--- src/rtl/ysyx_25040111_lsu_pkg.sv ---
// Shared encodings for the ysyx_25040111 load/store unit: access sizes, FSM states and the
// byte-strobe table.
package ysyx_25040111_lsu_pkg;

    localparam logic [1:0] SZ_B = 2'b01;
    localparam logic [1:0] SZ_H = 2'b10;
    localparam logic [1:0] SZ_W = 2'b11;

    // Base strobes indexed by size code; code 00 aliases word.
    localparam logic [15:0] STRB_TBL = {4'b1111, 4'b0011, 4'b0001, 4'b1111};

    typedef enum logic [1:0] {
        StIdle,
        StReq,
        StResp,
        StWb
    } lsu_state_e;

    function automatic logic [1:0] norm_size(input logic [1:0] mask);
        return (mask == 2'b00) ? SZ_W : mask;
    endfunction

    function automatic logic misaligned(input logic [1:0] size, input logic [1:0] off);
        if (size == SZ_H) return off[0];
        if (size == SZ_W) return off != 2'b00;
        return 1'b0;
    endfunction

endpackage

--- src/rtl/ysyx_25040111_lsu_if.sv ---
// Request/response data bus between the LSU (master) and memory (slave).
interface ysyx_25040111_lsu_if #(
    parameter int unsigned ADDR_W = 32
);
    logic              req_valid;
    logic              req_ready;
    logic              req_write;
    logic [ADDR_W-1:0] req_addr;
    logic [31:0]       req_wdata;
    logic [3:0]        req_wstrb;
    logic              rsp_valid;
    logic [31:0]       rsp_rdata;
    logic              rsp_err;

    modport master (
        output req_valid, req_write, req_addr, req_wdata, req_wstrb,
        input  req_ready, rsp_valid, rsp_rdata, rsp_err
    );

    modport slave (
        input  req_valid, req_write, req_addr, req_wdata, req_wstrb,
        output req_ready, rsp_valid, rsp_rdata, rsp_err
    );
endinterface

--- src/rtl/ysyx_25040111_lsu_align.sv ---
// Byte-lane steering: store data/strobe shift toward the bus word and load extract/extend back.
module ysyx_25040111_lsu_align
    import ysyx_25040111_lsu_pkg::*;
(
    input  logic [1:0]  st_size,
    input  logic [1:0]  st_off,
    input  logic [31:0] st_data,
    output logic [31:0] st_wdata,
    output logic [3:0]  st_wstrb,
    input  logic [1:0]  ld_size,
    input  logic [1:0]  ld_off,
    input  logic        ld_sign,
    input  logic [31:0] ld_rdata,
    output logic [31:0] ld_data
);
    logic [31:0] ld_shift;

    always_comb begin
        // Lanes shifted past byte 3 fall off the word.
        st_wstrb = STRB_TBL[{st_size, 2'b00} +: 4] << st_off;
        st_wdata = st_data << {st_off, 3'b000};
        ld_shift = ld_rdata >> {ld_off, 3'b000};
        case (norm_size(ld_size))
            SZ_B:    ld_data = {{24{ld_sign & ld_shift[7]}}, ld_shift[7:0]};
            SZ_H:    ld_data = {{16{ld_sign & ld_shift[15]}}, ld_shift[15:0]};
            default: ld_data = ld_shift;
        endcase
    end

endmodule

--- src/rtl/ysyx_25040111_lsu.sv ---
// Load/store stage: one instruction in flight, registered bus request and one writeback beat.
// Define YSYX_25040111_LSU_ALIGN_CHECK_EN to retire misaligned accesses as errors without bus traffic.
module ysyx_25040111_lsu
    import ysyx_25040111_lsu_pkg::*;
#(
    parameter int unsigned TIMEOUT_CYC = 255,
    parameter int unsigned ADDR_W      = 32
) (
    input  logic                clock,
    input  logic                reset,
    input  logic                in_valid,
    output logic                in_ready,
    input  logic                in_men,
    input  logic                in_write,
    input  logic [31:0]         in_addr,
    input  logic [31:0]         in_wdata,
    input  logic [1:0]          in_mask,
    input  logic                in_rsign,
    input  logic [4:0]          in_ard,
    input  logic [31:0]         in_rd,
    input  logic                in_gen,
    input  logic [11:0]         in_acsr,
    input  logic [31:0]         in_csr,
    input  logic                in_sen,
    input  logic [31:0]         in_pc,
    ysyx_25040111_lsu_if.master mem,
    output logic                wb_valid,
    output logic [4:0]          wb_ard,
    output logic [31:0]         wb_rd,
    output logic                wb_gen,
    output logic [11:0]         wb_acsr,
    output logic [31:0]         wb_csr,
    output logic                wb_sen,
    output logic [31:0]         wb_pc,
    output logic                wb_err,
    output logic                finish,
    output logic [4:0]          frd
);
    localparam int unsigned CNT_W = (TIMEOUT_CYC > 1) ? $clog2(TIMEOUT_CYC) : 1;
    localparam logic [CNT_W-1:0] CNT_LAST = CNT_W'(TIMEOUT_CYC - 1);

    lsu_state_e       state_q;
    logic             men_q, write_q, rsign_q, gen_q, sen_q, err_q;
    logic [1:0]       off_q, size_q;
    logic [4:0]       ard_q;
    logic [31:0]      rd_q, csr_q, pc_q, rdata_q;
    logic [11:0]      acsr_q;
    logic [CNT_W-1:0] cnt_q;

    logic [31:0] st_wdata, ld_data, aligned_addr;
    logic [3:0]  st_wstrb;
    logic        in_misaligned;

    assign aligned_addr = {in_addr[31:2], 2'b00};
    assign finish       = wb_valid;
    assign frd          = wb_ard;

`ifdef YSYX_25040111_LSU_ALIGN_CHECK_EN
    assign in_misaligned = misaligned(norm_size(in_mask), in_addr[1:0]);
`else
    assign in_misaligned = 1'b0;
`endif

    ysyx_25040111_lsu_align u_align (
        .st_size  (in_mask),
        .st_off   (in_addr[1:0]),
        .st_data  (in_wdata),
        .st_wdata (st_wdata),
        .st_wstrb (st_wstrb),
        .ld_size  (size_q),
        .ld_off   (off_q),
        .ld_sign  (rsign_q),
        .ld_rdata (rdata_q),
        .ld_data  (ld_data)
    );

    always_ff @(posedge clock or posedge reset) begin
        if (reset) begin
            state_q       <= StIdle;
            in_ready      <= 1'b1;
            men_q         <= 1'b0;
            write_q       <= 1'b0;
            rsign_q       <= 1'b0;
            gen_q         <= 1'b0;
            sen_q         <= 1'b0;
            err_q         <= 1'b0;
            off_q         <= '0;
            size_q        <= '0;
            ard_q         <= '0;
            rd_q          <= '0;
            csr_q         <= '0;
            pc_q          <= '0;
            rdata_q       <= '0;
            acsr_q        <= '0;
            cnt_q         <= '0;
            mem.req_valid <= 1'b0;
            mem.req_write <= 1'b0;
            mem.req_addr  <= '0;
            mem.req_wdata <= '0;
            mem.req_wstrb <= '0;
            wb_valid      <= 1'b0;
            wb_ard        <= '0;
            wb_rd         <= '0;
            wb_gen        <= 1'b0;
            wb_acsr       <= '0;
            wb_csr        <= '0;
            wb_sen        <= 1'b0;
            wb_pc         <= '0;
            wb_err        <= 1'b0;
        end else begin
            wb_valid <= 1'b0;
            unique case (state_q)
                StIdle: begin
                    if (in_valid) begin
                        in_ready <= 1'b0;
                        men_q    <= in_men;
                        write_q  <= in_write;
                        off_q    <= in_addr[1:0];
                        size_q   <= norm_size(in_mask);
                        rsign_q  <= in_rsign;
                        ard_q    <= in_ard;
                        rd_q     <= in_rd;
                        gen_q    <= in_gen;
                        acsr_q   <= in_acsr;
                        csr_q    <= in_csr;
                        sen_q    <= in_sen;
                        pc_q     <= in_pc;
                        // Cleared so a timed-out or rejected load writes back zero.
                        rdata_q  <= '0;
                        if (in_men && !in_misaligned) begin
                            state_q       <= StReq;
                            err_q         <= 1'b0;
                            mem.req_valid <= 1'b1;
                            mem.req_write <= in_write;
                            mem.req_addr  <= aligned_addr[ADDR_W-1:0];
                            mem.req_wdata <= st_wdata;
                            mem.req_wstrb <= st_wstrb;
                        end else begin
                            state_q <= StWb;
                            err_q   <= in_men & in_misaligned;
                        end
                    end
                end
                StReq: begin
                    if (mem.req_ready) begin
                        mem.req_valid <= 1'b0;
                        cnt_q         <= '0;
                        state_q       <= StResp;
                    end
                end
                StResp: begin
                    if (mem.rsp_valid) begin
                        rdata_q <= mem.rsp_rdata;
                        err_q   <= mem.rsp_err;
                        state_q <= StWb;
                    end else if ((TIMEOUT_CYC != 0) && (cnt_q == CNT_LAST)) begin
                        // Waited TIMEOUT_CYC cycles without a response.
                        err_q   <= 1'b1;
                        state_q <= StWb;
                    end else begin
                        cnt_q <= cnt_q + 1'b1;
                    end
                end
                StWb: begin
                    wb_valid <= 1'b1;
                    wb_ard   <= ard_q;
                    wb_rd    <= (men_q && !write_q) ? ld_data : rd_q;
                    wb_gen   <= gen_q & ~err_q & ~(men_q & write_q);
                    wb_acsr  <= acsr_q;
                    wb_csr   <= csr_q;
                    wb_sen   <= sen_q & ~err_q;
                    wb_pc    <= pc_q;
                    wb_err   <= err_q;
                    in_ready <= 1'b1;
                    state_q  <= StIdle;
                end
            endcase
        end
    end

endmodule

--- src/flat_wrapper.sv ---
// flat-port wrapper written by rule: the top's interface ports become plain ports
module ysyx_25040111_lsu_flat import ysyx_25040111_lsu_pkg::*;
#(
    parameter int unsigned TIMEOUT_CYC = 255,
    parameter int unsigned ADDR_W      = 32
)
  (clock, reset, in_valid, in_ready, in_men, in_write, in_addr, in_wdata, in_mask, in_rsign, in_ard, in_rd, in_gen, in_acsr, in_csr, in_sen, in_pc, wb_valid, wb_ard, wb_rd, wb_gen, wb_acsr, wb_csr, wb_sen, wb_pc, wb_err, finish, frd, mem_req_valid, mem_req_write, mem_req_addr, mem_req_wdata, mem_req_wstrb, mem_req_ready, mem_rsp_valid, mem_rsp_rdata, mem_rsp_err);
  ysyx_25040111_lsu_if #(.ADDR_W(ADDR_W)) mem_i ();
  input  logic clock;
  input  logic reset;
  input  logic in_valid;
  output logic in_ready;
  input  logic in_men;
  input  logic in_write;
  input  logic [31:0] in_addr;
  input  logic [31:0] in_wdata;
  input  logic [1:0] in_mask;
  input  logic in_rsign;
  input  logic [4:0] in_ard;
  input  logic [31:0] in_rd;
  input  logic in_gen;
  input  logic [11:0] in_acsr;
  input  logic [31:0] in_csr;
  input  logic in_sen;
  input  logic [31:0] in_pc;
  output logic wb_valid;
  output logic [4:0] wb_ard;
  output logic [31:0] wb_rd;
  output logic wb_gen;
  output logic [11:0] wb_acsr;
  output logic [31:0] wb_csr;
  output logic wb_sen;
  output logic [31:0] wb_pc;
  output logic wb_err;
  output logic finish;
  output logic [4:0] frd;
  output wire logic [$bits(mem_i.req_valid)-1:0] mem_req_valid;
  output wire logic [$bits(mem_i.req_write)-1:0] mem_req_write;
  output wire logic [$bits(mem_i.req_addr)-1:0] mem_req_addr;
  output wire logic [$bits(mem_i.req_wdata)-1:0] mem_req_wdata;
  output wire logic [$bits(mem_i.req_wstrb)-1:0] mem_req_wstrb;
  input wire logic [$bits(mem_i.req_ready)-1:0] mem_req_ready;
  input wire logic [$bits(mem_i.rsp_valid)-1:0] mem_rsp_valid;
  input wire logic [$bits(mem_i.rsp_rdata)-1:0] mem_rsp_rdata;
  input wire logic [$bits(mem_i.rsp_err)-1:0] mem_rsp_err;
  assign mem_req_valid = mem_i.req_valid;
  assign mem_req_write = mem_i.req_write;
  assign mem_req_addr = mem_i.req_addr;
  assign mem_req_wdata = mem_i.req_wdata;
  assign mem_req_wstrb = mem_i.req_wstrb;
  assign mem_i.req_ready = mem_req_ready;
  assign mem_i.rsp_valid = mem_rsp_valid;
  assign mem_i.rsp_rdata = mem_rsp_rdata;
  assign mem_i.rsp_err = mem_rsp_err;
  ysyx_25040111_lsu #(.TIMEOUT_CYC(TIMEOUT_CYC), .ADDR_W(ADDR_W)) u_core (.clock(clock), .reset(reset), .in_valid(in_valid), .in_ready(in_ready), .in_men(in_men), .in_write(in_write), .in_addr(in_addr), .in_wdata(in_wdata), .in_mask(in_mask), .in_rsign(in_rsign), .in_ard(in_ard), .in_rd(in_rd), .in_gen(in_gen), .in_acsr(in_acsr), .in_csr(in_csr), .in_sen(in_sen), .in_pc(in_pc), .mem(mem_i), .wb_valid(wb_valid), .wb_ard(wb_ard), .wb_rd(wb_rd), .wb_gen(wb_gen), .wb_acsr(wb_acsr), .wb_csr(wb_csr), .wb_sen(wb_sen), .wb_pc(wb_pc), .wb_err(wb_err), .finish(finish), .frd(frd));
endmodule
--- config.mk ---
export PLATFORM = sky130hd
export DESIGN_NAME = ysyx_25040111_lsu_flat
export DESIGN_NICKNAME = d
export VERILOG_FILES = /design/src/rtl/ysyx_25040111_lsu_pkg.sv /design/src/rtl/ysyx_25040111_lsu_if.sv /design/src/rtl/ysyx_25040111_lsu_align.sv /design/src/rtl/ysyx_25040111_lsu.sv /design/src/flat_wrapper.sv
export SDC_FILE = /design/constraint.sdc
export NUM_CORES = 1
export LEC_CHECK = 0
export ABC_CLOCK_PERIOD_IN_PS = 13400
export CORE_ASPECT_RATIO = 1.5
export CORE_UTILIZATION = 48
export CTS_CLUSTER_DIAMETER = 200
export DETAILED_ROUTE_END_ITERATION = 7
export PLACE_DENSITY = 0.81
export SLEW_MARGIN = 20
export SYNTH_ARGS = -nofsm -noshare
export SYNTH_HDL_FRONTEND = slang
export SYNTH_SLANG_ARGS = --single-unit
--- constraint.sdc ---
create_clock -name clock -period 13.4 [get_ports clock]
set_input_delay 2.01 -clock clock [delete_from_list [all_inputs] [get_ports clock]]
set_output_delay 2.01 -clock clock [all_outputs]
set_load 0.02 [all_outputs]
# Yosys cells after proc, flatten, opt, wreduce, memory -nomap -nowiden
# Cells that the tools add are included.
# totals
ff_bits,351
input_bits,222
out_inout_bits,194
elab_cells,101
# op_classes
n_addsub,1
eq_ne,13
shifts,4
muxes,27
bitwise,8
n_reduce_logical,17
# ops
op,n
$pmux W32 S2,2
$mux W32,3
$shl A32 B5 Y32,1
$shr A32 B5 Y32,1
$mux W8,3
$pmux W8 S2,1
$shiftx A16 B5 Y4 const A,1
$mux W2,7
$ne A2 B2 Y1 const B,6
$reduce_and A3 Y1,4
$add A8 B1 Y8 const B,1
$eq A8 B8 Y1 const B,1
$pmux W2 S4,1
$reduce_and A4 Y1,2
$reduce_bool A2 Y1,4
$mux W1,7
$and A1 B1 Y1,6
$eq A2 B2 Y1 const B,3
$logic_not A2 Y1,3
$pmux W1 S2,3
$eq A2 B1 Y1 const B,2
$reduce_and A2 Y1,2
$shl A4 B2 Y4,1
$ne A3 B2 Y1 const B,1
other kinds (3),4

# Depth between registers and ports, before layout
# Gate-level depths: netlist of run 1.
# depth
ltp_word,5
mapped_depth,8
ltp_nobuf,6

# Cells and area by module
# From an unflattened synthesis of run 1, not the netlist that was laid out.
# unflattened
cells_unflattened,1125
area_unflattened_um2,15029.4
# modules_own_cells
mod,instances,cells_per_inst,area_each_um2
ysyx_25040111_lsu,1,921,13643.1
ysyx_25040111_lsu_align,1,204,1386.3

# Least setup slack after synthesis of run 1
# No wires, ideal clock.
# synth_path
kind,input to register
start,in in_valid
end,reg u_core.csr_q[0]
setup_time_ns,0.125
arrival_ns,3.190
slack_ns,10.085
stages,4
n_path_buf,2
path_cell_list,nand2_1 clkbuf_1 clkbuf_1 mux2_2
# synth_between
elab_chain_len,1
# synth_rtl
item,line,source
"start, declared",flat_wrapper.sv:11,input logic in_valid;
$reduce_and A2 Y1 (no source line),-,
"end signal, assigned",ysyx_25040111_lsu.sv:125,csr_q <= in_csr;
"end, declared",ysyx_25040111_lsu.sv:46,"logic [31:0] rd_q, csr_q, pc_q, rdata_q;"
# No other way between the ends.
# A chain may end at the register's enable or synchronous reset.

==> impl_metrics.json, run 1 <==
{
  "outcome": "complete, no violations",
  "design_area_sq_mm": 0.0200,
  "dr.pass1.iters": 5,
  "p_per_area_mw_per_mm2": 256,
  "design.core.area_sq_mm": 0.0296,
  "area_growth_pct": 37.7,
  "reg2regPathDepth": 5,
  "clockBufferDepth": 3,
  "place_hpwl_um": 27900,
  "ys_warn_count": 0,
  "holdBufCountCts": 0,
  "maxSlewHeadroom_pct": 25.8,
  "fin_crit_sh_pct": 32.0,
  "grtUsageTotal_pct": 26.5,
  "initial_core_util_pct": 49.1,
  "start_kind": "input port",
  "synth_seq_cells": 351,
  "worstReg2RegEnd": "u_core.wb_rd[26]$_DFFE_PP0P_",
  "gr-total-overflow": 0,
  "cts.sink_count": 351,
  "numPortBuffers": 413,
  "power.total_uw": 5120,
  "final_common_cell": "clkdlybuf4s50_1",
  "tightest_slew_ns": 1.11,
  "rsz0062_at_grt": "false",
  "seq_area_frac_synth_pct": 60.5,
  "via_per_inst": 5.42,
  "wl_per_cell_um": 20.9,
  "cap_violations": 0,
  "syn_inst": 1094,
  "htreeDepth": 2,
  "synth_edf_count": 0,
  "async_flop_share_pct": 100,
  "hp-class": "reg -> reg",
  "fin_cells": 1897,
  "synthDistinctLibCells": 46,
  "synth_ff_type": "dfrtp_1",
  "worstSetupPathType": "in -> async",
  "critPathCapture": "u_core.rdata_q[4]$_DFFE_PP0P_",
  "cts_tree": "done",
  "cts_resized": 0,
  "route.met2.wl_um": 20900,
  "antenna_found_initial": 7,
  "post-route-min-period_ns": 4.28,
  "fmax_mhz": 234,
  "clk_pin_slew_worst_paths_ns": 0.06,
  "die_x_um": 144,
  "finalClockSkew_ns": 0.00983,
  "r2r_slack_ns": 10.24,
  "dr_total_vias": 10300,
  "endpoint_kind": "asynchronous set/reset pin",
  "slew_violations": 0,
  "ant_nets": 0,
  "drt_iter0_drc": 486,
  "vdd_drop_max_v": 0.000172,
  "die_h_um": 215,
  "place_inst": 1829,
  "avgSynthCellArea_sq_um": 13.3,
  "post-cts-setup-buffers": 0,
  "cellLeakagePower_uw": 0.00847,
  "drc_errors": 0,
  "cts_inserted_buffers": 35,
  "num_rows": 77,
  "gp_congestion": 0.875,
  "grt_max_degree": 174,
  "setup_viol": 0,
  "route.met3.wl_um": 2540,
  "root_buffer": "clkbuf_16",
  "rr_startpoint": "u_core.state_q[0]$_DFFE_PP0P_",
  "final_nets": 1703,
  "m1WireLength_um": 14300,
  "post_dp_cell_area_sq_mm": 0.0189,
  "finalHoldViolCount": 0,
  "cp_data_arrival_time_ns": 4.79,
  "drive_gt1_share_pct": 21.7,
  "io_pins": 416,
  "critPathMaxFanout": 173,
  "final_cell_mix": "412 x clkdlybuf4s50_1, 350 x dfrtp_1, 256 x mux2_2, 77 x nand2_1, 55 x nor2_1",
  "highest_layer": "met4",
  "required_ns": 13.91,
  "drt-total-wl_um": 39700,
  "grt_pass1_wl_um": 62000,
  "tns_ns": 0,
  "nFillCells": 2170,
  "syn_area_sq_mm": 0.0145,
  "clock_latency_ns": 0.52,
  "critical_path.startpoint": "reset",
  "grt_pass1_vias": 11000,
  "dieArea_sq_mm": 0.0309
}
-- power breakdown --
group          switching [uW]  internal [uW]
Clock                     400            526
Combinational            1090           1160
Sequential                344           1600
-- cell type report --
| cell class | instances | area, sq um | area share, % |
|---|---|---|---|
| diodes | 7 | 17.5 | 0.0877 |
| clock buffers | 54 | 1020 | 5.10 |
| clock inverters | 7 | 41.3 | 0.207 |
| inverters | 13 | 56.3 | 0.282 |
| multi-input cells | 650 | 5370 | 26.9 |
| flip-flops and latches | 351 | 8780 | 44.0 |
| well taps | 395 | 494 | 2.47 |
| repair buffers | 420 | 4190 | 21.0 |
-- how the worst min path moves through the flow --
stage | startpoint | endpoint | slack, ns | cells past startpoint
detailed placement | u_core.mem.req_wdata[11]$_DFFE_PP0P_ | u_core.mem.req_wdata[11]$_DFFE_PP0P_ | 0.47 | 2
floorplan | u_core.sen_q$_DFFE_PP0P_ | u_core.wb_sen$_DFFE_PP0P_ | 0.46 | 1
global placement | u_core.mem.req_wstrb[1]$_DFFE_PP0P_ | u_core.mem.req_wstrb[1]$_DFFE_PP0P_ | 0.46 | 2
CTS | u_core.mem.req_wdata[11]$_DFFE_PP0P_ | u_core.mem.req_wdata[11]$_DFFE_PP0P_ | 0.48 | 2
finish | u_core.mem.req_wdata[11]$_DFFE_PP0P_ | u_core.mem.req_wdata[11]$_DFFE_PP0P_ | 0.48 | 2
global route | u_core.mem.req_wstrb[3]$_DFFE_PP0P_ | u_core.mem.req_wstrb[3]$_DFFE_PP0P_ | 0.50 | 1
-- layer usage --
layer | up-vias | global-route usage, %
li1 | 4622 | -
met1 | 5206 | 29.7
met2 | 379 | 46.0
met3 | 84 | 5.73
met4 | 0 | 14.5
met5 | - | 0
-- flip-flops by register name, summed over array words and instances, names as in the netlist, 4 cells and up --
register / cells
u_core.mem.req_wstrb: 4
u_core.pc_q: 32
u_core.wb_csr: 32
u_core.wb_acsr: 12
u_core.wb_rd: 32
u_core.wb_pc: 32
u_core.rd_q: 32
u_core.ard_q: 5
u_core.mem.req_wdata: 32
u_core.csr_q: 32
u_core.frd: 5
u_core.cnt_q: 8
u_core.acsr_q: 12
u_core.mem.req_addr: 30
u_core.rdata_q: 32
-- cell usage after synthesis, drive strengths merged (2+ instances only) --
| master | number | area, sq um |
|---|---|---|
| dfrtp | 350 | 8760 |
| a21oi | 45 | 225 |
| a211oi | 9 | 67.6 |
| nand3b | 2 | 15.0 |
| nor2b | 15 | 93.8 |
| mux2 | 256 | 2880 |
| a31oi | 2 | 12.5 |
| nand2 | 78 | 293 |
| nor2 | 55 | 206 |
| inv | 13 | 48.8 |
| o21ai | 26 | 130 |
| mux2i | 27 | 270 |
| clkbuf | 54 | 203 |
| ha | 10 | 125 |
| a22o | 33 | 289 |
| o31ai | 11 | 82.6 |
| and3 | 2 | 12.5 |
| nand4 | 2 | 12.5 |
| nand2b | 5 | 31.3 |
| o2bb2ai | 9 | 78.8 |
| or3 | 3 | 18.8 |
| and2 | 2 | 12.5 |
| nand3 | 10 | 50.1 |
| o22ai | 8 | 50.1 |
| o211ai | 9 | 67.6 |
| a221oi | 16 | 153 |
| buf | 27 | 144 |
-- per-stage QoR --
stage | hold WS, ns | setup slack, ns | util (%)
finish | 0.476 | 9.12 | 67.5
global route | 0.500 | 8.70 | 67.5
CTS | 0.479 | 8.97 | 67.5
detailed placement | 0.465 | 8.42 | 63.9
global placement | 0.461 | 8.45 | 63.9
floorplan | 0.461 | 1.66 | -
-- critical path, stage by stage --
cell             delay [ns]
clkdlybuf4s50_1        0.49
inv_8                  0.52
buf_12                 0.64
buf_4                  0.89
-- cells by family (layout without fill, tap and decap cells) --
kind of cell,count (synthesis),in the layout,synth area share (%)
buffers and inverters,94,494,2.73
multiplexers,284,284,21.9
adder cells (fa/ha/maj),10,10,0.862
other,1,9,0.0258
flip-flops,351,351,60.5
AND/OR/NAND/NOR,180,180,5.44
AO/OA/AOI/OAI,174,174,8.51
Note: power is estimated with default switching activity, not from simulation.
==> inputs of run 2 (changes only) <==
Settings changed: ABC_CLOCK_PERIOD_IN_PS 13400 to 4100.
Clock period 13.4 ns to 4.1 ns, I/O delays scaled along.
==> run 2 against run 1 <==
  * Sequential share of layout area decreased by 0.49 points
  * Critical endpoint is now u_core.wb_rd[28]$_DFFE_PP0P_
  * Largest power group unchanged
  * Register-to-register slack got worse by 9.0 ns
  * Cell area rose by 1.1%
  * Clock skew increased by 0.0077 ns
  * Via count grew 0.12%
  * Sequential cell count did not move
==> impl_metrics.json, run 2 (same netlist as run 1, synthesis figures left out) <==
{
  "outcome": "complete, no violations",
  "antenna_found_initial": 9,
  "htreeDepth": 2,
  "grt_max_degree": 120,
  "dr.pass1.iters": 5,
  "ant_nets": 0,
  "design.core.area_sq_mm": 0.0296,
  "place_hpwl_um": 27800,
  "post-route-min-period_ns": 2.91,
  "root_buffer": "clkbuf_16",
  "power.total_uw": 17000,
  "grt_pass1_wl_um": 60400,
  "cellLeakagePower_uw": 0.00858,
  "num_rows": 77,
  "hp-class": "reg -> reg",
  "post-cts-setup-buffers": 0,
  "setup_slack_ns": 1.19,
  "vdd_drop_max_v": 0.000538,
  "maxSlewHeadroom_pct": 27.8,
  "area_growth_pct": 39.2,
  "cts_resized": 0,
  "rsz0062_at_grt": "false",
  "start_kind": "flop",
  "finalClockSkew_ns": 0.0175,
  "critPathMaxFanout": 20,
  "required_ns": 4.47,
  "tightest_slew_ns": 1.08,
  "dieArea_sq_mm": 0.0309,
  "grtUsageTotal_pct": 25.9,
  "fmax_mhz": 344,
  "endpoint_kind": "flop",
  "via_per_inst": 5.40,
  "cp_data_arrival_time_ns": 3.28,
  "holdBufCountCts": 0,
  "p_per_area_mw_per_mm2": 843,
  "cap_violations": 0,
  "setup_viol": 0,
  "numPortBuffers": 413,
  "io_pins": 416,
  "nFillCells": 2156,
  "drt-total-wl_um": 39300,
  "post_dp_cell_area_sq_mm": 0.0190,
  "design_area_sq_mm": 0.0202,
  "cts_inserted_buffers": 36,
  "final_cell_mix": "412 x clkdlybuf4s50_1, 350 x dfrtp_1, 256 x mux2_2, 77 x nand2_1, 55 x nor2_1",
  "fin_crit_sh_pct": 70.9,
  "cts.sink_count": 351,
  "slew_violations": 0,
  "gr-total-overflow": 0,
  "cts_tree": "done",
  "hold_slack_ns": 0.478,
  "clk_pin_slew_worst_paths_ns": 0.06,
  "die_h_um": 215,
  "drt_iter0_drc": 448,
  "worstSetupPathType": "reg -> reg",
  "post-place-ws_ns": 1.19,
  "clock_latency_ns": 0.53,
  "dr_total_vias": 10300,
  "drc_errors": 0,
  "gp_congestion": 0.867,
  "final_nets": 1713,
  "final_common_cell": "clkdlybuf4s50_1",
  "drive_gt1_share_pct": 22.6,
  "clockBufferDepth": 3,
  "finalHoldViolCount": 0,
  "tns_ns": 0,
  "die_x_um": 144,
  "wl_per_cell_um": 20.6,
  "initial_core_util_pct": 49.1,
  "grt_pass1_vias": 10900
}
run 2: area by class of cell:
type | count | area [sq um] | share of cell area [%]
Tap cell | 395 | 494 | 2.45
Timing Repair Buffer | 429 | 4290 | 21.2
Clock buffer | 52 | 1020 | 5.05
Antenna cell | 6 | 15.0 | 0.0743
Inverter | 13 | 52.6 | 0.260
Clock inverter | 12 | 180 | 0.892
Sequential cell | 351 | 8780 | 43.5
Multi-Input combinational cell | 650 | 5370 | 26.6
run 2: metal layers:
layer / global-route usage, % / part of all wire, %
met2: 43.5 / 51
met3: 7.38 / 7.5
met5: 0 / 0.092
met1: 28.8 / 36
met4: 15.2 / 5.5
run 2: worst paths after layout:
| kind | from | slack, ns | to | cells after the start |
|---|---|---|---|---|
| hold / removal | u_core.mem.req_wstrb[1]$_DFFE_PP0P_ | 0.48 | u_core.mem.req_wstrb[1]$_DFFE_PP0P_ | 2 |
| max in group asynchronous | reset | 2.52 | u_core.pc_q[15]$_DFFE_PP0P_ | 3 |
| min in group asynchronous | reset | 0.53 | u_core.csr_q[3]$_DFFE_PP0P_ | 2 |
| hold reg to reg | u_core.mem.req_wstrb[1]$_DFFE_PP0P_ | 0.48 | u_core.mem.req_wstrb[1]$_DFFE_PP0P_ | 2 |
| setup / recovery | u_core.off_q[1]$_DFFE_PP0P_ | 1.19 | u_core.wb_rd[28]$_DFFE_PP0P_ | 4 |
| setup reg to reg | u_core.off_q[1]$_DFFE_PP0P_ | 1.19 | u_core.wb_rd[28]$_DFFE_PP0P_ | 4 |
run 2: critical path, cell delays in order, from the launching register on:
cell and delay [ns]:
dfrtp_1 0.90, mux4_2 0.65, a311oi_4 0.47, a21boi_4 0.55
a221oi_1 0.18
run 2: stage by stage:
step	cells	utilization (%)
after detailed placement	1838	64.2
after floorplan	1095	-
after global routing	1908	68.3
after CTS	1902	68.3
final	1908	68.3
after global placement	1838	64.2
run 2: report_power, final:
part	total [uW]	leakage [uW]	switching (uW)	internal, uW
Clock	3350	0.000583	1360	1990
Sequential	6310	0.00424	1090	5220
Combinational	7380	0.00375	3580	3790
Total	17000	0.00858	6030	11000
==> inputs of run 3 (changes only) <==
Settings changed: ABC_CLOCK_PERIOD_IN_PS 4100 to 2910.
Clock period 4.1 ns to 2.91 ns, I/O delays scaled along.
==> run 3 against run 2 <==
  * Core utilization increased by 0.69 points
  * Global-route usage increased by 0.91 points
  * Setup slack got worse by 0.66 ns
  * Clock-buffer cell count unchanged
  * Final cell count increased by 0.79%
  * Sequential cell count unchanged
  * Critical path type unchanged
  * Critical endpoint is now u_core.rdata_q[19]$_DFFE_PP0P_
  * Largest cell class unchanged
  * Largest power group unchanged
  * Highest routed layer unchanged
==> impl_metrics.json, run 3 (same netlist as run 1, synthesis figures left out) <==
{
  "drt_iter0_drc": 389,
  "grtUsageTotal_pct": 26.8,
  "gp_congestion": 0.932,
  "root_buffer": "clkbuf_16",
  "post_dp_cell_area_sq_mm": 0.0192,
  "post-place-ws_ns": 0.302,
  "drc_errors": 0,
  "dieArea_sq_mm": 0.0309,
  "hp-class": "in -> async",
  "setup_viol": 0,
  "drive_gt1_share_pct": 23.6,
  "r2r_slack_ns": 0.53,
  "cts_inserted_buffers": 36,
  "numPortBuffers": 413,
  "cap_violations": 0,
  "htreeDepth": 2,
  "holdBufCountCts": 0,
  "die_x_um": 144,
  "place_hpwl_um": 29300,
  "required_ns": 3.31,
  "via_per_inst": 5.42,
  "slew_violations": 0,
  "worstSetupPathType": "reg -> reg",
  "antenna_found_initial": 6,
  "final_cell_mix": "412 x clkdlybuf4s50_1, 350 x dfrtp_1, 256 x mux2_2, 77 x nand2_1, 55 x nor2_1",
  "final_core_util_pct": 69.0,
  "tightest_slew_ns": 0.815,
  "cp_data_arrival_time_ns": 2.78,
  "drt-total-wl_um": 40400,
  "fmax_mhz": 421,
  "maxSlewHeadroom_pct": 45.4,
  "die_h_um": 215,
  "nFillCells": 2114,
  "clockBufferDepth": 3,
  "cts_resized": 0,
  "start_kind": "flop",
  "rr_startpoint": "u_core.state_q[0]$_DFFE_PP0P_",
  "cts_tree": "done",
  "worst-path-buf-inv": 1,
  "fin_cells": 1923,
  "setup_slack_ns": 0.532,
  "reg2regPathDepth": 5,
  "p_per_area_mw_per_mm2": 1180,
  "rsz0062_at_grt": "false",
  "cts.sink_count": 351,
  "cellLeakagePower_uw": 0.00870,
  "gr-total-overflow": 0,
  "fin_crit_sh_pct": 81.7,
  "ant_nets": 0,
  "wl_per_cell_um": 21.0,
  "num_rows": 77,
  "worstReg2RegEnd": "u_core.rdata_q[19]$_DFFE_PP0P_",
  "design_area_sq_mm": 0.0204,
  "vdd_drop_max_v": 0.000755,
  "path_delay_family": "simple AND/OR/NAND/NOR gates",
  "clk_pin_slew_worst_paths_ns": 0.06,
  "finalClockSkew_ns": 0.00982,
  "io_pins": 416,
  "crit_slowest_cell": "or3b_2",
  "tns_ns": 0,
  "design.core.area_sq_mm": 0.0296,
  "dr.pass1.iters": 5,
  "finalHoldViolCount": 0,
  "outcome": "complete, no violations",
  "grt_max_degree": 94,
  "grt_pass1_vias": 11400,
  "endpoint_kind": "flop",
  "final_nets": 1731,
  "final_common_cell": "clkdlybuf4s50_1",
  "grt_pass1_wl_um": 62700,
  "post-route-min-period_ns": 2.38,
  "clock_latency_ns": 0.53,
  "crit_path_max_incr_delay_ns": 0.79,
  "area_growth_pct": 40.6,
  "place_inst": 1856,
  "dr_total_vias": 10400,
  "crit_chain": "inv_1 -> ha_1 -> nor2_1 -> or3b_2 -> a22o_1",
  "post-cts-setup-buffers": 0,
  "initial_core_util_pct": 49.1,
  "critPathMaxFanout": 32
}
## run 3: changes by cell type in the layout (fill, tap and decap cells not counted), sizes merged
| cell | change |
|---|---|
| buf | +18 |
| diode | -2 |
| clkinv | -1 |
| bufinv | -2 |
| inv | +2 |
## run 3: final cells by class
| class | instances | area [sq um] | share of cell area (%) |
|---|---|---|---|
| antenna | 4 | 10.0 | 0.0491 |
| clock buffer | 52 | 1050 | 5.16 |
| clock inverter | 11 | 121 | 0.595 |
| inverter | 13 | 52.6 | 0.258 |
| multi-input combinational | 650 | 5370 | 26.3 |
| sequential | 351 | 8780 | 43.0 |
| tap | 395 | 494 | 2.42 |
| timing repair buffer | 447 | 4520 | 22.2 |
## run 3: worst max-delay path by stage
stage                                              from                              to  cells after the start
after floorplan                                   reset    u_core.acsr_q[0]$_DFFE_PP0P_                      1
after global placement                         in_valid  u_core.rdata_q[31]$_DFFE_PP0P_                      4
after detailed placement                       in_valid  u_core.rdata_q[24]$_DFFE_PP0P_                      4
after CTS                 u_core.state_q[0]$_DFFE_PP0P_  u_core.rdata_q[19]$_DFFE_PP0P_                      5
after global routing      u_core.state_q[0]$_DFFE_PP0P_     u_core.cnt_q[7]$_DFFE_PP0P_                      6
final                     u_core.state_q[0]$_DFFE_PP0P_  u_core.rdata_q[19]$_DFFE_PP0P_                      5
## run 3: power by group
part           switching, uW  total [uW]  internal, uW
registers               1500        8860          7360
clock network           1910        4610          2700
logic                   5170       10600          5460
## run 3: worst register-to-register path, delay by kind of cell (launching register included)
family	cells	cell delay [ns]
adders and majority gates	1	0.44
DFF	1	0.43
AOI/OAI and AO/OA	1	0.36
and+or+nand+nor	2	0.91
buffers and inverters	1	0.13
## run 3: routing by layer
layer	global-route usage, %	wire (um)	up-vias
met1	30.1	14500	5238
met5	0	23	-
met2	46.6	21100	407
li1	-	-	4679
met3	6.28	2770	103
met4	13.8	1930	4
## run 3: per-stage QoR
stage | hold WS (ns) | total power (uW)
final | 0.293 | 24100
after global routing | 0.295 | 25300
after CTS | 0.273 | 24300
after detailed placement | 0.465 | 19500
after global placement | 0.461 | 19100
after floorplan | 0.461 | 14800
